===== config.mk =====
export PLATFORM = sky130hd
export DESIGN_NAME = display_scanner_flat
export DESIGN_NICKNAME = d
export VERILOG_FILES = /design/src/rtl/display_scanner_if.sv /design/src/rtl/display_scanner.sv /design/src/flat_wrapper.sv
export SDC_FILE = /design/constraint.sdc
export NUM_CORES = 1
export LEC_CHECK = 0
export BUFFER_PORTS_ARGS = -buffer_cell sky130_fd_sc_hd__clkbuf_2
export CAP_MARGIN = 40
export CELL_PAD_IN_SITES_DETAIL_PLACEMENT = 1
export CELL_PAD_IN_SITES_GLOBAL_PLACEMENT = 2
export CORE_ASPECT_RATIO = 1.75
export CORE_MARGIN = 3
export CORE_UTILIZATION = 42
export DETAILED_ROUTE_END_ITERATION = 7
export PLACE_DENSITY = 0.89
export SLEW_MARGIN = 0
export SYNTH_ARGS = -nofsm -noshare
export SYNTH_HDL_FRONTEND = slang
export SYNTH_SLANG_ARGS = --single-unit

===== constraint.sdc =====
create_clock -name clk -period 4.5 [get_ports clk]
set_clock_uncertainty 0.05 [all_clocks]
set_input_delay 0.9 -clock clk [delete_from_list [all_inputs] [get_ports clk]]
set_output_delay 0.9 -clock clk [all_outputs]
set_load 0.03 [all_outputs]

===== src/rtl/display_scanner_if.sv =====
// display_scanner_if: value/load in, decoder nibble and digit enables out
interface display_scanner_if #(parameter int DIGITS = 4);
  logic [4*DIGITS-1:0] value_in;
  logic                load;
  logic [3:0]          nibble;
  logic [DIGITS-1:0]   digit_en_n;
  logic                pending;
  logic                frame_done;
  modport master (output value_in, load, input nibble, digit_en_n, pending, frame_done);
  modport slave  (input value_in, load, output nibble, digit_en_n, pending, frame_done);
endinterface


===== src/rtl/display_scanner.sv =====
// display_scanner: time-multiplexed hex digit scanner with blanking gaps and frame-aligned updates
// Optional leading-zero blanking when DISPLAY_LZ_BLANK_EN is defined.
module display_scanner #(
  parameter int DIGITS = 4,
  parameter int DIV    = 50000,
  parameter int GAP    = 2
) (
  input  logic            clk,
  input  logic            rst_n,
  display_scanner_if.slave bus
);
  localparam int IW = DIGITS > 1 ? $clog2(DIGITS) : 1;
  localparam int MX = DIV > GAP ? DIV : GAP;
  localparam int PW = $clog2(MX + 1);
  typedef enum logic [1:0] {S_IDLE, S_SHOW, S_GAP} state_t;
  state_t              state_q;
  logic [4*DIGITS-1:0] disp_q, shad_q, disp_d;
  logic [IW-1:0]       idx_q, idx_d;
  logic [PW-1:0]       cnt_q;
  logic [3:0]          nib_q, nib_d;
  logic [DIGITS-1:0]   en_q, en_d;
  logic                pend_q, fd_q, wrap, show_end, gap_end, lz;
  // Next-slot values are only consumed on IDLE exit or a gap end, so the
  // displayed value can only change there.
  always_comb begin
    show_end = cnt_q == PW'(DIV - 1);
    gap_end  = cnt_q == PW'(GAP - 1);
    wrap     = state_q == S_GAP && gap_end && idx_q == IW'(DIGITS - 1);
    idx_d    = (state_q == S_IDLE || wrap) ? '0 : idx_q + IW'(1);
    disp_d   = ((state_q == S_IDLE || wrap) && bus.load) ? bus.value_in :
               (wrap && pend_q) ? shad_q : disp_q;
    nib_d    = 4'(disp_d >> (4 * idx_d));
`ifdef DISPLAY_LZ_BLANK_EN
    lz       = idx_d != '0 && (disp_d >> (4 * idx_d)) == '0;
`else
    lz       = 1'b0;
`endif
    en_d     = lz ? '1 : ~(DIGITS'(1) << idx_d);
  end
  always_ff @(posedge clk or negedge rst_n) begin
    if (!rst_n) begin
      state_q <= S_IDLE;
      disp_q  <= '0;
      shad_q  <= '0;
      idx_q   <= '0;
      cnt_q   <= '0;
      nib_q   <= '0;
      en_q    <= '1;
      pend_q  <= 1'b0;
      fd_q    <= 1'b0;
    end else begin
      fd_q <= wrap;
      if (state_q == S_IDLE) begin
        if (bus.load) begin
          state_q <= S_SHOW;
          disp_q  <= disp_d;
          idx_q   <= idx_d;
          cnt_q   <= '0;
          nib_q   <= nib_d;
          en_q    <= en_d;
        end
      end else if (state_q == S_SHOW) begin
        cnt_q <= show_end ? '0 : cnt_q + PW'(1);
        if (show_end) begin
          state_q <= S_GAP;
          en_q    <= '1;
        end
      end else begin
        cnt_q <= gap_end ? '0 : cnt_q + PW'(1);
        if (gap_end) begin
          state_q <= S_SHOW;
          disp_q  <= disp_d;
          idx_q   <= idx_d;
          nib_q   <= nib_d;
          en_q    <= en_d;
        end
      end
      // A load landing on the wrap edge goes straight to the display instead.
      if (state_q != S_IDLE && bus.load && !wrap) begin
        shad_q <= bus.value_in;
        pend_q <= 1'b1;
      end else if (wrap) begin
        pend_q <= 1'b0;
      end
    end
  end
  assign bus.nibble     = nib_q;
  assign bus.digit_en_n = en_q;
  assign bus.pending    = pend_q;
  assign bus.frame_done = fd_q;
endmodule

===== src/flat_wrapper.sv =====
// flat-port wrapper written by rule: the top's interface ports become plain ports
module display_scanner_flat 
#(
  parameter int DIGITS = 4,
  parameter int DIV    = 50000,
  parameter int GAP    = 2
)
  (clk, rst_n, bus_value_in, bus_load, bus_nibble, bus_digit_en_n, bus_pending, bus_frame_done);
  display_scanner_if #(.DIGITS(DIGITS)) bus_i ();
  input  logic clk;
  input  logic rst_n;
  input wire logic [$bits(bus_i.value_in)-1:0] bus_value_in;
  input wire logic [$bits(bus_i.load)-1:0] bus_load;
  output wire logic [$bits(bus_i.nibble)-1:0] bus_nibble;
  output wire logic [$bits(bus_i.digit_en_n)-1:0] bus_digit_en_n;
  output wire logic [$bits(bus_i.pending)-1:0] bus_pending;
  output wire logic [$bits(bus_i.frame_done)-1:0] bus_frame_done;
  assign bus_i.value_in = bus_value_in;
  assign bus_i.load = bus_load;
  assign bus_nibble = bus_i.nibble;
  assign bus_digit_en_n = bus_i.digit_en_n;
  assign bus_pending = bus_i.pending;
  assign bus_frame_done = bus_i.frame_done;
  display_scanner #(.DIGITS(DIGITS), .DIV(DIV), .GAP(GAP)) u_core (.clk(clk), .rst_n(rst_n), .bus(bus_i));
endmodule

==> results of run 1 <==
[worst reg2reg max path, cell delays in order, from the launching register on]
cell and delay [ns]:
dfrtp_1 0.47, nor4_2 0.36, nand4_1 0.36, nor2_1 0.46, a21o_2 0.47, o21ai_0 0.17
a22o_1 0.27
[placed cells by master, fill, tap and decap left out, drive strengths merged, types with 5 or more instances in the layout]
| cell | instances |
|---|---|
| dfrtp | 58 |
| clkbuf | 43 |
| nand2 | 30 |
| mux2 | 30 |
| nor2 | 25 |
| o21ai | 20 |
| a21oi | 18 |
| a31oi | 12 |
| nand3 | 10 |
| inv | 9 |
| or2 | 6 |
| a41oi | 6 |
| a21o | 6 |
| or3 | 5 |
| o211ai | 5 |
| buf | 5 |
[metal layers]
layer  global-route usage, %  vias to the layer above
li1                        -                     1160
met1                    21.1                     1229
met2                    38.1                       41
met4                    12.1                        0
met5                       0                        -
met3                    3.83                       17
[power by group]
group | internal [mW] | leakage (nW) | switching [mW]
sequential | 0.583 | 0.715 | 0.0252
combinational | 0.0303 | 0.760 | 0.0347
clock | 0.474 | 0.150 | 0.237
[area by class of cell]
type,count,area (sq um),area share (%)
repair buffers,33,190,5.15
inverters,9,33.8,0.914
well taps,86,108,2.91
flip-flops and latches,62,1560,42.1
clock inverters,1,30.0,0.812
multi-input cells,218,1500,40.6
clock buffers,15,278,7.52
[synthesized netlist by cell type (3+ instances only)]
| library cell | n | area share, % |
|---|---|---|
| dfrtp_1 | 58 | 46 |
| nand2_1 | 29 | 3.4 |
| mux2_2 | 25 | 8.9 |
| nor2_1 | 25 | 3.0 |
| a21oi_1 | 18 | 2.8 |
| o21ai_0 | 18 | 2.8 |
| a31oi_1 | 12 | 2.4 |
| nand3_1 | 10 | 1.6 |
| inv_1 | 9 | 1.1 |
| buf_2 | 6 | 0.95 |
| or2_2 | 6 | 1.2 |
| a21o_1 | 5 | 1.2 |
| a41oi_1 | 5 | 1.4 |
| mux2_4 | 5 | 2.4 |
| o211ai_1 | 5 | 1.2 |
| or3_1 | 5 | 0.99 |
| dfstp_2 | 4 | 3.3 |
| nor3_1 | 4 | 0.63 |
| a31o_2 | 3 | 0.83 |
| ha_1 | 3 | 1.2 |
| nor2b_1 | 3 | 0.59 |
| nor3b_1 | 3 | 0.71 |
[worst max-delay path by stage]
stage	end	cells past startpoint
6_report	u_core.cnt_q[5]$_DFFE_PN0P_	6
5_1_grt	u_core.bus.nibble[1]$_DFFE_PN0P_	7
4_1_cts	u_core.cnt_q[5]$_DFFE_PN0P_	6
3_5_place_dp	u_core.bus.nibble[3]$_DFFE_PN0P_	7
3_3_place_gp	u_core.bus.nibble[3]$_DFFE_PN0P_	7
2_1_floorplan	u_core.bus.nibble[1]$_DFFE_PN0P_	7
[flip-flops by register name, summed over array words and instances (netlist names)]
signal / flops
u_core.bus.frame_done: 1
u_core.disp_q: 16
u_core.idx_q: 2
u_core.state_q: 2
u_core.cnt_q: 16
u_core.bus.pending: 1
u_core.shad_q: 16
u_core.bus.digit_en_n: 4
u_core.bus.nibble: 4
[kinds of logic (layout without fill, tap and decap cells)]
group / Yosys count / in the layout / share of synthesized area (%)
AO/OA/AOI/OAI: 81 / 81 / 17.3
XOR/XNOR: 2 / 2 / 0.553
adder cells (fa/ha/maj): 3 / 3 / 1.19
buffers and inverters: 21 / 58 / 3.44
flip-flops: 62 / 62 / 49.2
multiplexers: 32 / 32 / 11.9
AND/OR/NAND/NOR: 100 / 100 / 16.5
[stage by stage]
stage | util [%] | setup slack (ns) | hold slack [ns] | cell area [sq um] | cells
floorplan | - | 2.45 | 0.404 | 3170 | 301
global placement | 46.0 | 1.70 | 0.421 | 3350 | 405
detailed placement | 46.5 | 1.58 | 0.436 | 3390 | 408
CTS | 50.7 | 1.76 | 0.416 | 3700 | 424
global route | 50.7 | 1.54 | 0.429 | 3700 | 424
finish | 50.7 | 1.77 | 0.405 | 3700 | 424
==> results.toml, run 1 <==
[run_status]
outcome = "finished, final reports clean"

[worst_setup_path]
reg2reg_depth = 6
path_cells = "nor4_2 > nand4_1 > nor2_1 > a21o_2 > o21ai_0 > a22o_1"
criticalPathCategory = "flop to flop"
critPathTopFamily = "simple AND/OR/NAND/NOR gates"
startpoint = "u_core.cnt_q[6]$_DFFE_PN0P_"
cp_max_fo = 26
critPathBufInv = 0
ff2ff_setup_slack_ns = 1.77
cpPeakStageDelay_ns = 0.47
slowest_stage = "dfrtp_1"
startpoint_type = "flop"
regToRegEndpoint = "u_core.cnt_q[5]$_DFFE_PN0P_"
regToRegStartpoint = "u_core.cnt_q[6]$_DFFE_PN0P_"
cp-end-kind = "flop"
crit_required_ns = 4.66
cp.arrival_ns = 2.89

[route]
drt-wirelength-per-cell_microns = 19.2
ant_nets = 0
wirelength_mm = 8.14
dr_wl_met2_mm = 4.59
dr.max_layer_used = "met4"
drt_pass1_iterations = 4
drt_iter0_drc = 131
vias = 2447
vias_per_cell = 5.77
wl_met3_microns = 209
route.detailed.drc = 0
wl_met1_mm = 3.08

[clock_tree]
clock_sinks = 62
path_clk_slew_ns = 0.05
h-tree-depth = 3
root_buffer = "clkbuf_16"
clkLatencyLatePin_ns = 0.33
cts_hold_buf = 0
cts_inserted_buffers = 9
ctsResizeCount = 0
postCtsSetupRepairBufs = 0
cts_buffer_depth = 2
cts_tree = "built"

[synthesis]
synthArstFlopShare_pct = 100
postSynthNetCount = 323
synthFlopType = "dfrtp_1"
ys_seq_elements = 62
post_synth_num_cell_types = 51
ys_warn_count = 0
netlist_instances = 301
seq_area_frac_synth_pct = 49.2
syn-cell-area_sq_um = 3170
synth-edff-count = 0
syn_avg_cell_area_sq_um = 10.5

[placement]
io_buffers = 28
dp_hpwl_mm = 6.01
gp_congestion = 0.791

[timing]
fin_setup_tns_ns = 0
worst_pin_slew_ns = 0.764
finalCritPeriodShare_pct = 60.7
timing.final.max_slew_violations = 0
slew_headroom_pct = 49.1
timing.fmax_ghz = 0.366
setup_viol_count_final = 0
rsz0062_at_grt = "no"
finalHoldViolations = 0
timing.final.crit_period_ns = 2.73

[floorplanning]
ioPinCount = 29
initial_core_util_pct = 43.5
die_w_microns = 71.6
dieArea_sq_um = 8660
die_height_microns = 121
core_sq_um = 7280
rows = 41

[global_routing]
grt_overflow_total = 0
grt_max_degree = 33
grt_pass1_vias = 2744
grt_pass1_wl_mm = 13.6
antenna_found_initial = 0
grtUsageTotal_pct = 20.7

[hold_path]
hold_class = "input port to asynchronous set/reset pin"

[pwr]
ir_worst_vdd_uv = 255
power_mw = 1.38
powerDensity_nw_per_um2 = 374
power_leakage_nw = 1.63

[final_layout]
drive_gt1_share_pct = 29.6
fillCellCount = 811
final_nets = 355
diodes = 0
area_growth_pct = 16.8

[run]
cap_violations = 0
Power figures use the tool's default switching activity.
==> run 2, diff against run 1 <==
--- a/config.mk
+++ b/config.mk
@@ -11,9 +11,9 @@
 export CELL_PAD_IN_SITES_GLOBAL_PLACEMENT = 2
 export CORE_ASPECT_RATIO = 1.75
 export CORE_MARGIN = 3
-export CORE_UTILIZATION = 42
+export CORE_UTILIZATION = 35
 export DETAILED_ROUTE_END_ITERATION = 7
-export PLACE_DENSITY = 0.89
+export PLACE_DENSITY = 0.8
 export SLEW_MARGIN = 0
 export SYNTH_ARGS = -nofsm -noshare
 export SYNTH_HDL_FRONTEND = slang
==> constraint.sdc (replaced) <==
create_clock -name clk -period 2.31 [get_ports clk]
set_clock_uncertainty 0.05 [all_clocks]
set_input_delay 0.462 -clock clk [delete_from_list [all_inputs] [get_ports clk]]
set_output_delay 0.462 -clock clk [all_outputs]
set_load 0.03 [all_outputs]
==> run 2 against run 1 <==
Net effect:
- clock-buffer cell count is 4 lower
- non-clock buffer count is 31 higher
- global-route usage is 1.9 points lower
- critical path depth is 1 higher
- combinational power grew to 2.6 times the previous value
- total power is 93% higher
- sequential power is 92% higher
- wire length is 8.9% higher
- register-to-register slack worse by 1.7 ns
- sequential share of layout area is 3.3 points lower
- via count is 5.7% higher
- critical path type unchanged
- critical endpoint is now u_core.bus.nibble[0]$_DFFE_PN0P_
- largest power group unchanged
- highest routed layer unchanged
==> results.toml, run 2 (synthesis results as in run 1) <==
[route]
route.detailed.drc = 0
drt_pass1_iterations = 5
vias = 2587
ant_nets = 0
wirelength_mm = 8.86
drt_iter0_drc = 130
drt-wirelength-per-cell_microns = 18.3
vias_per_cell = 5.33

[final_layout]
reg.largest.list = "u_core.cnt_q (16), u_core.disp_q (16), u_core.shad_q (16)"
final_nets = 386
final_cells = 485
finalInstanceArea_sq_um = 4010
drive_gt1_share_pct = 36.4
layout_commonest_cell = "dfrtp_1"
area_growth_pct = 26.7
final_cell_mix = "dfrtp_1, buf_4, nand2_1, clkbuf_2"
diodes = 0

[timing]
timing.fmax_ghz = 0.444
finalCritPeriodShare_pct = 97.4
worst_pin_slew_ns = 0.601
setup_viol_count_final = 0
timing.final.crit_period_ns = 2.25
timing.final.max_slew_violations = 0
finalHoldViolations = 0
slew_headroom_pct = 59.8
timing.hold.ws_ns = 0.0786

[worst_setup_path]
path_cells = "nor4_4 > and4_4 > nand4_4 > buf_4 > mux2_4 > a21oi_1 > a31oi_1"
cp-end-kind = "flop"
startpoint_type = "flop"
cpPeakStageDelay_ns = 0.40
cp_max_fo = 5
reg2reg_depth = 7
cp.arrival_ns = 2.41
slowest_stage = "dfrtp_1"
criticalPathCategory = "flop to flop"
crit_required_ns = 2.47

[clock_tree]
root_buffer = "clkbuf_16"
clkLatencyLatePin_ns = 0.33
path_clk_slew_ns = 0.05
cts_tree = "built"
cts_buffer_depth = 2
clock_sinks = 62
h-tree-depth = 3
cts_inserted_buffers = 9

[placement]
io_buffers = 28
dp.cells = 468
dpl_cell_area_sq_um = 3670
gp_congestion = 0.792
dp_hpwl_mm = 6.78

[run]
cap_violations = 0

[global_routing]
grt_max_degree = 24
grtUsageTotal_pct = 18.8
antenna_found_initial = 0
grt_overflow_total = 0
grt_pass1_vias = 2973
grt_pass1_wl_mm = 15.0

[hold_path]
hold_class = "input port to asynchronous set/reset pin"

[pwr]
powerDensity_nw_per_um2 = 667
power_leakage_nw = 1.78
ir_worst_vdd_uv = 592

[floorplanning]
die_w_microns = 77.9
dieArea_sq_um = 10300
rows = 45
ioPinCount = 29
initial_core_util_pct = 36.3
die_height_microns = 132
core_sq_um = 8730

[run_status]
outcome = "finished, final reports clean"
run 2: cell count changes in the layout (fill, tap and decap cells not counted), sizes merged:
cell      delta
buf         +31
clkbuf       -4
clkinv       +2
clkinvlp     +1
run 2: what timing repair did:
action,CTS,global route
hold buffers,0,0
endpoints found under the setup margin,4,10
resized for setup,3,4
setup buffers,0,2
pin swaps,0,5
run 2: path summary, 6_finish.rpt:
check | endpoint | startpoint | slack [ns]
min | u_core.cnt_q[14]$_DFFE_PN0P_ | rst_n | 0.08
max | u_core.bus.nibble[0]$_DFFE_PN0P_ | u_core.cnt_q[6]$_DFFE_PN0P_ | 0.06
min in group clk | u_core.shad_q[4]$_DFFE_PN0P_ | bus_value_in[4] | 0.32
max in group asynchronous | u_core.shad_q[2]$_DFFE_PN0P_ | rst_n | 1.59
min reg2reg | u_core.shad_q[5]$_DFFE_PN0P_ | u_core.shad_q[5]$_DFFE_PN0P_ | 0.45
max reg2reg | u_core.bus.nibble[0]$_DFFE_PN0P_ | u_core.cnt_q[6]$_DFFE_PN0P_ | 0.06
run 2: layout make-up:
type / count / area [sq um]
fillers: 1003 / 4720
flip-flops and latches: 62 / 1560
multi-input cells: 218 / 1530
repair buffers: 64 / 452
clock buffers: 11 / 243
well taps: 117 / 146
clock inverters: 4 / 47.5
inverters: 9 / 33.8
run 2: worst max-delay path, delay by kind of cell, from the launching register on:
family | cells | cell delay [ns]
buf+inv | 1 | 0.22
mux | 1 | 0.30
simple gates | 3 | 0.83
flops | 1 | 0.40
compound gates | 2 | 0.31
run 2: power by group:
| part | switching [mW] | internal, mW | leakage, nW |
|---|---|---|---|
| Combinational | 0.0898 | 0.0818 | 0.928 |
| Sequential | 0.0366 | 1.14 | 0.715 |
| Clock | 0.477 | 0.853 | 0.141 |
| Total | 0.603 | 2.07 | 1.78 |
run 2: per-stage QoR:
step | power (mW) | utilization (%) | setup slack (ns) | setup TNS (ns)
final | 2.67 | 46.0 | 0.0599 | 0
after global routing | 2.79 | 46.0 | -0.00657 | -0.00657
after CTS | 2.71 | 45.6 | 0.0432 | 0
after floorplan | 1.25 | - | 0.262 | 0
after global placement | 1.35 | 42.1 | 0.0351 | 0
after detailed placement | 1.36 | 42.1 | 0.00529 | 0
run 2: routing by layer:
| layer | part of all wire, % | GRT usage [%] |
|---|---|---|
| met2 | 57 | 35.9 |
| met5 | 0 | 0 |
| met1 | 37 | 19.4 |
| met4 | 2.4 | 7.30 |
| met3 | 3.3 | 4.10 |
